==> src/rtl/demux1_4_buf.sv <==
// demux1_4_buf: 1-to-4 valid/ready demux with one stall stage and four holding registers; ports clk, rst, switch, in_data, in_valid, in_ready, o_1..o_4, out_valid, out_ready, xfer_cnt
module demux1_4_buf (
  input  logic       clk,
  input  logic       rst,
  input  logic [1:0] switch,
  input  logic [4:0] in_data,
  input  logic       in_valid,
  output logic       in_ready,
  output logic [4:0] o_1,
  output logic [4:0] o_2,
  output logic [4:0] o_3,
  output logic [4:0] o_4,
  output logic [3:0] out_valid,
  input  logic [3:0] out_ready,
  output logic [7:0] xfer_cnt
);
  typedef enum logic {IDLE, STALL} state_t;
  state_t state, state_nx;
  logic [4:0] stage_data, wr_data;
  logic [1:0] stage_sel, wr_sel;
  logic [4:0] ch [4];
  logic [3:0] free, wr_vec, valid_nx;
  logic       accept, wr_en, cap;
  assign in_ready = state == IDLE;
  assign free     = ~out_valid | out_ready;
  assign accept   = in_valid & in_ready;
  assign {o_4, o_3, o_2, o_1} = {ch[3], ch[2], ch[1], ch[0]};
  always_comb begin
    wr_sel   = in_ready ? switch : stage_sel;
    wr_data  = in_ready ? in_data : stage_data;
    wr_en    = in_ready ? accept & free[switch] : free[stage_sel];
    cap      = accept & ~free[switch];
    state_nx = in_ready ? (cap ? STALL : IDLE) : (wr_en ? IDLE : STALL);
    wr_vec   = wr_en ? 4'b0001 << wr_sel : 4'b0000;
    valid_nx = wr_vec | (out_valid & ~out_ready);
  end
  always_ff @(posedge clk) begin
    if (rst) begin
      state      <= IDLE;
      stage_data <= '0;
      stage_sel  <= '0;
      out_valid  <= '0;
      xfer_cnt   <= '0;
      ch         <= '{default: '0};
    end else begin
      state     <= state_nx;
      out_valid <= valid_nx;
      if (cap) begin
        stage_data <= in_data;
        stage_sel  <= switch;
      end
      if (accept) xfer_cnt <= xfer_cnt + 8'd1;
      for (int k = 0; k < 4; k++)
        if (wr_vec[k]) ch[k] <= wr_data;
    end
  end
endmodule
==> config.mk <==
export PLATFORM = sky130hd
export DESIGN_NAME = demux1_4_buf
export DESIGN_NICKNAME = d
export VERILOG_FILES = /design/src/rtl/demux1_4_buf.sv
export SDC_FILE = /design/constraint.sdc
export NUM_CORES = 1
export LEC_CHECK = 0
export BUFFER_PORTS_ARGS = -buffer_cell sky130_fd_sc_hd__clkbuf_2
export CAP_MARGIN = 20
export CORE_ASPECT_RATIO = 0.7
export CORE_UTILIZATION = 30
export CTS_BUF_LIST = sky130_fd_sc_hd__clkbuf_8
export CTS_CLUSTER_SIZE = 24
export DETAILED_ROUTE_END_ITERATION = 16
export PLACE_DENSITY = 0.63
export SKIP_LAST_GASP = 1
export SLEW_MARGIN = 20
export SYNTH_ARGS = -nofsm -noshare
export SYNTH_HDL_FRONTEND = slang
export SYNTH_SLANG_ARGS = --single-unit
==> constraint.sdc <==
create_clock -name clk -period 2.95 [get_ports clk]
set_input_delay 0.1475 -clock clk [delete_from_list [all_inputs] [get_ports clk]]
set_output_delay 0.1475 -clock clk [all_outputs]
set_load 0.05 [all_outputs]
* After elaboration in Yosys (flattened, before gate mapping)
Cells that the tools add are included.
Widths: inputs -> output; s select.
** Word-level totals
- Register bits :: 40
- Bits of input ports :: 14
- Output and inout port bits :: 33
** Cells by class
- Add/sub/neg operators :: 1
- Order comparisons :: 2
- Shift operators :: 1
- Multiplexer cells :: 11
- Bitwise logic cells :: 10
** Operators by type and width (count)
- $add 8x1->8 const B :: 1
- $not 4->4 :: 2
- $or 4x4->4 :: 2
- $lt 2x3->1 const B :: 2
- $mux 1 :: 6
- $mux 5 :: 1
- $and 4x4->4 :: 1
- $bmux 1 s2 :: 2
- $mux 4 :: 1
- $shl 1x2->4 const A :: 1
- $and 1x1->1 :: 3
- $mux 2 :: 1
- $not 1->1 :: 2

* Logic depth before layout (Yosys ltp)
- Depth after elaboration :: 8
- Depth in mapped cells :: 5
- Gate-level depth less buffers :: 4

* Least setup slack after synthesis
Ideal clock, no wire load.
- Path type :: register -> register
- Start :: register out_valid[0]
- End :: register stage_data[0]
- Arrival :: 1.854 ns
- Slack :: 1.024 ns
- Stages on the path, launching flop included :: 6
- Path buffers :: 1
- Period minus slack after synthesis :: 1.926 ns
- Cell sequence :: dfxtp_1 or3b_4 a2111oi_4 a31o_1 buf_6 mux2i_1
** Between the ends
- Word-level cells in the longest chain between the ends :: 6
** Ends and longest elaborated chain
- start, declared :: line 13 : output logic [3:0] out_valid,
- start signal, assigned :: line 47 : out_valid <= valid_nx;
- $not 4->4 :: line 25 : assign free = ~out_valid | out_ready;
- $or 4x4->4 :: line 25
- $bmux 1 s2 :: line 32 : cap = accept & ~free[switch];
- $mux 1 (implied by the code) :: line 32
- $not 1->1 :: line 32
- $and 1x1->1 :: line 32
- end signal, assigned :: line 49 : stage_data <= in_data;
- end, declared :: line 19 : logic [4:0] stage_data, wr_data;
Every way passes these cells. The select of a mux whose other input is x is not followed.
A chain may end at the register's enable or synchronous reset.

* Worst setup path after layout
- Start :: register state
- End :: register stage_data[4]
** Between the ends
- Word-level cells in the longest chain between the ends :: 3
** Ends and longest elaborated chain
- start, declared :: line 18 : state_t state, state_nx;
- start signal, assigned :: line 46 : state <= state_nx;
- $not 1->1 :: line 24 : assign in_ready = state == IDLE;
- $and 1x1->1 :: line 26 : assign accept = in_valid & in_ready;
- $and 1x1->1 :: line 32
Every way passes these cells.

==> impl_summary.txt <==
----------------------------------------------------
[Run status]
  Outcome ... completed

[Setup path]
  Crit path launch type ... register
  Beginning of the worst register-to-register path ... state
  Capture instance of the worst register-to-register path ... stage_data[4]
  Critical path cell sequence ... nor2b_1 -> a31o_1 -> mux2i_1
  Largest fanout on the critical path ... 16
  Critical path start-end classification ... register to register
  Worst reg2reg setup slack ... 0.99 ns
  Largest delay contributor family on the critical path ... simple AND/OR/NAND/NOR gates
  Crit path DAT ... 2.17 ns
  Buffers & Inverters on Critical Path ... 0
  Worst stage delay on the critical path ... 0.67 ns
  Required time at the endpoint of the critical path ... 3.16 ns
  Element type at the critical path end ... register
  Crit path max-delay cell type ... nor2b_1
  Path depth of the worst reg2reg path ... 3

[Power]
  Leak ... 0.000821 uW
  IR drop worst, VDD ... 0.248 mV
  Pwr/cell area ... 602 mW/mm^2

[Layout]
  Fraction of layout cells with a size suffix above 1 ... 0.273
  Area grow syn2layout ... 23.7%
  Area of combinational cells with multiple inputs ... 855 sq um
  Number of fillers in the final layout ... 548
  FF+latch area ... 801 sq um
  Ant diodes ... 0
  Net count of the finished layout ... 231
  Final core area utilization ... 0.393
  Post-route design area ... 0.00211 sq mm

[Floorplanning]
  Num rows ... 22
  IO Pins ... 47
  Overall die width ... 92.2 um
  Initial Utilization ... 0.318
  Die ar. ... 0.00600 sq mm
  DIE HEIGHT ... 65.1 um
  Area of the core ... 0.00537 sq mm

[Route]
  DRC violations left ... 0
  Initial drt markers ... 63
  Via count ... 1340
  Final wirelength ... 3690 um
  Via-to-Cell Ratio ... 4.65
  Antenna Nets Post-Route ... 0
  DR pass1 iterations ... 4
  Wire per inst ... 12.8 um

[Clock network]
  Hold buffer count at CTS ... 0
  Postcts setup bufs ... 0
  TritonCTS Sinks ... 40
  Maximum count of clock buffers along a single path ... 2
  Clock network latency to the later pin of the worst-skew pair ... 0.28 ns
  Number of CTS-inserted buffers ... 5
  Number of H-tree branching levels ... 2
  Number of gates resized after cts ... 0
  Buffer type at the clock tree root ... clkbuf_8
  Reg clk slew, reported paths ... 0.08 ns
  Clock tree from TritonCTS ... built

[Timing]
  Clk_skew ... 0.00508 ns
  Final setup violation count ... 0
  Slew Limit Fails ... 0
  RSZ-0062 raised after global routing ... no
  Post-route worst setup slack ... 0.991 ns
  Min Tclk post-route ... 1.96 ns
  Pin slew with the least headroom to its limit ... 0.832 ns
  Worst slew slack as a fraction of its limit ... 0.445
  Maximum clock frequency ... 511 MHz
  Post-Route Setup TNS ... 0 ns
  Final cycle utilization of the critical path ... 0.664
  Final hold violation count ... 0

[Global route]
  Initial antenna violation count ... 0
  Largest net degree at the start of global routing ... 47
  Global-route usage over all layers ... 0.129
  Global-route wire length before repair ... 5990 um
  Overall overflow remaining after global route ... 0
  Number of global-route vias before repair ... 1186

[Place]
  Placed inst area ... 0.00198 sq mm
  HPWL after detailed placement ... 2660 um
  Buffers added on ports ... 46
  Last weighted congestion value of the routability-driven placer ... 0.775
  Pre-CTS setup slack ... 1.01 ns

[Synth]
  Cell count after synthesis ... 172
  Net count of the mapped netlist ... 187
  Count of state elements after synthesis ... 40
  Yosys cell types ... 33
  Number of warnings issued by yosys ... 0
  Synth Cell Area ... 0.00171 sq mm
  Proportion of synthesized chip area in sequential cells ... 0.469
  Syn_area_per_cell ... 9.93 sq um

[Job]
  Max-cap check violation count ... 0

[Worst hold path]
  Hold worst-path end ... stage_data[2]
  Worst Hold Depth ... 3
  Class of the worst hold path ... primary input to register
  Hold path startpoint ... in_data[2]

----------------------------------------------------
cell families (layout without fill, tap and decap cells):
| logic type | Yosys count | in the layout | synth area share |
|---|---|---|---|
| AOI/OAI and AO/OA | 32 | 32 | 0.156 |
| adders and majority gates | 1 | 1 | 0.00732 |
| buffers and inverters | 11 | 55 | 0.0308 |
| xor gates and xnor gates | 7 | 7 | 0.0359 |
| DFF | 40 | 40 | 0.469 |
| and+or+nand+nor | 67 | 67 | 0.212 |
| muxes | 14 | 14 | 0.0894 |
per-stage QoR:
stage	power, uW	cells	hold WS [ns]
finish	1270	288	0.119
global route	1320	288	0.126
CTS	1280	288	0.117
detailed placement	770	281	0.424
global placement	768	281	0.424
floorplan	723	172	0.303
per-layer routing:
layer  track usage  wire length, um  part of all wire  vias up
met3        0.0370              233             0.063        4
met5             0                0                 0        -
met4        0.0410               38             0.010        0
li1              -                -                 -      702
met1         0.197             1990              0.54      592
met2         0.170             1430              0.39       42
where the power goes:
part,leakage [uW],switching [uW],internal [uW],total [uW]
Sequential,0.000326,14.3,562,576
Combinational,0.000431,130,49.5,180
Clock,0.0000642,182,333,515
Yosys cell counts:
master	count	area [sq um]
nand4b_1	1	8.76
nand2_1	2	7.51
ha_1	1	12.5
or3b_4	1	11.3
and3_1	2	12.5
nand4bb_1	2	22.5
nor4b_1	1	8.76
nor2_1	31	116
a31oi_1	3	18.8
a21oi_1	2	10.0
nor3b_1	1	7.51
mux4_2	1	22.5
o21ba_1	1	10.0
a21boi_2	3	33.8
inv_1	2	7.51
clkbuf_1	5	18.8
nand2b_1	15	93.8
xnor2_1	1	8.76
dfxtp_1	40	801
mux2i_1	13	130
a2111oi_4	1	27.5
nor2b_1	1	6.26
a211oi_1	20	150
nor4_1	1	6.26
a31o_1	1	8.76
o21a_1	1	7.51
nand3b_1	3	22.5
nand3_1	1	5.00
or2b_1	1	7.51
buf_2	3	15.0
nand4_1	4	25.0
xor2_1	6	52.6
buf_6	1	11.3
area by class of cell:
type,count,area share
multi-input cells,121,0.405
clock buffers,5,0.0326
well taps,72,0.0427
repair buffers,46,0.109
inverters,2,0.00355
clock inverters,2,0.0284
flip-flops and latches,40,0.379
worst reg2reg max path: stages (launching register included):
cell and delay (ns):
dfxtp_1 0.52, nor2b_1 0.67, a31o_1 0.48, mux2i_1 0.22
cell usage in the layout (no fill, tap or decap), types with 4 or more instances in the layout:
master	instances
a211oi_1	20
clkbuf_2	46
clkbuf_8	5
dfxtp_1	40
mux2i_1	13
nand2b_1	15
nand4_1	4
nor2_1	31
xor2_1	6
state kept, by name, indices dropped and copies added, names as in the netlist:
register    count
stage_data      5
xfer_cnt        8
out_valid       4
o_2             5
state           1
o_3             5
stage_sel       2
o_4             5
o_1             5
worst max-delay path by stage:
stage / slack [ns] / end / from / cells after the start
CTS: 0.98 / stage_data[4] / state / 3
floorplan: 1.02 / stage_data[0] / out_valid[0] / 5
global route: 0.82 / stage_data[4] / state / 3
finish: 0.99 / stage_data[4] / state / 3
detailed placement: 1.01 / stage_data[1] / state / 3
global placement: 1.09 / stage_data[0] / state / 3
(Power assumes the default switching activity.)
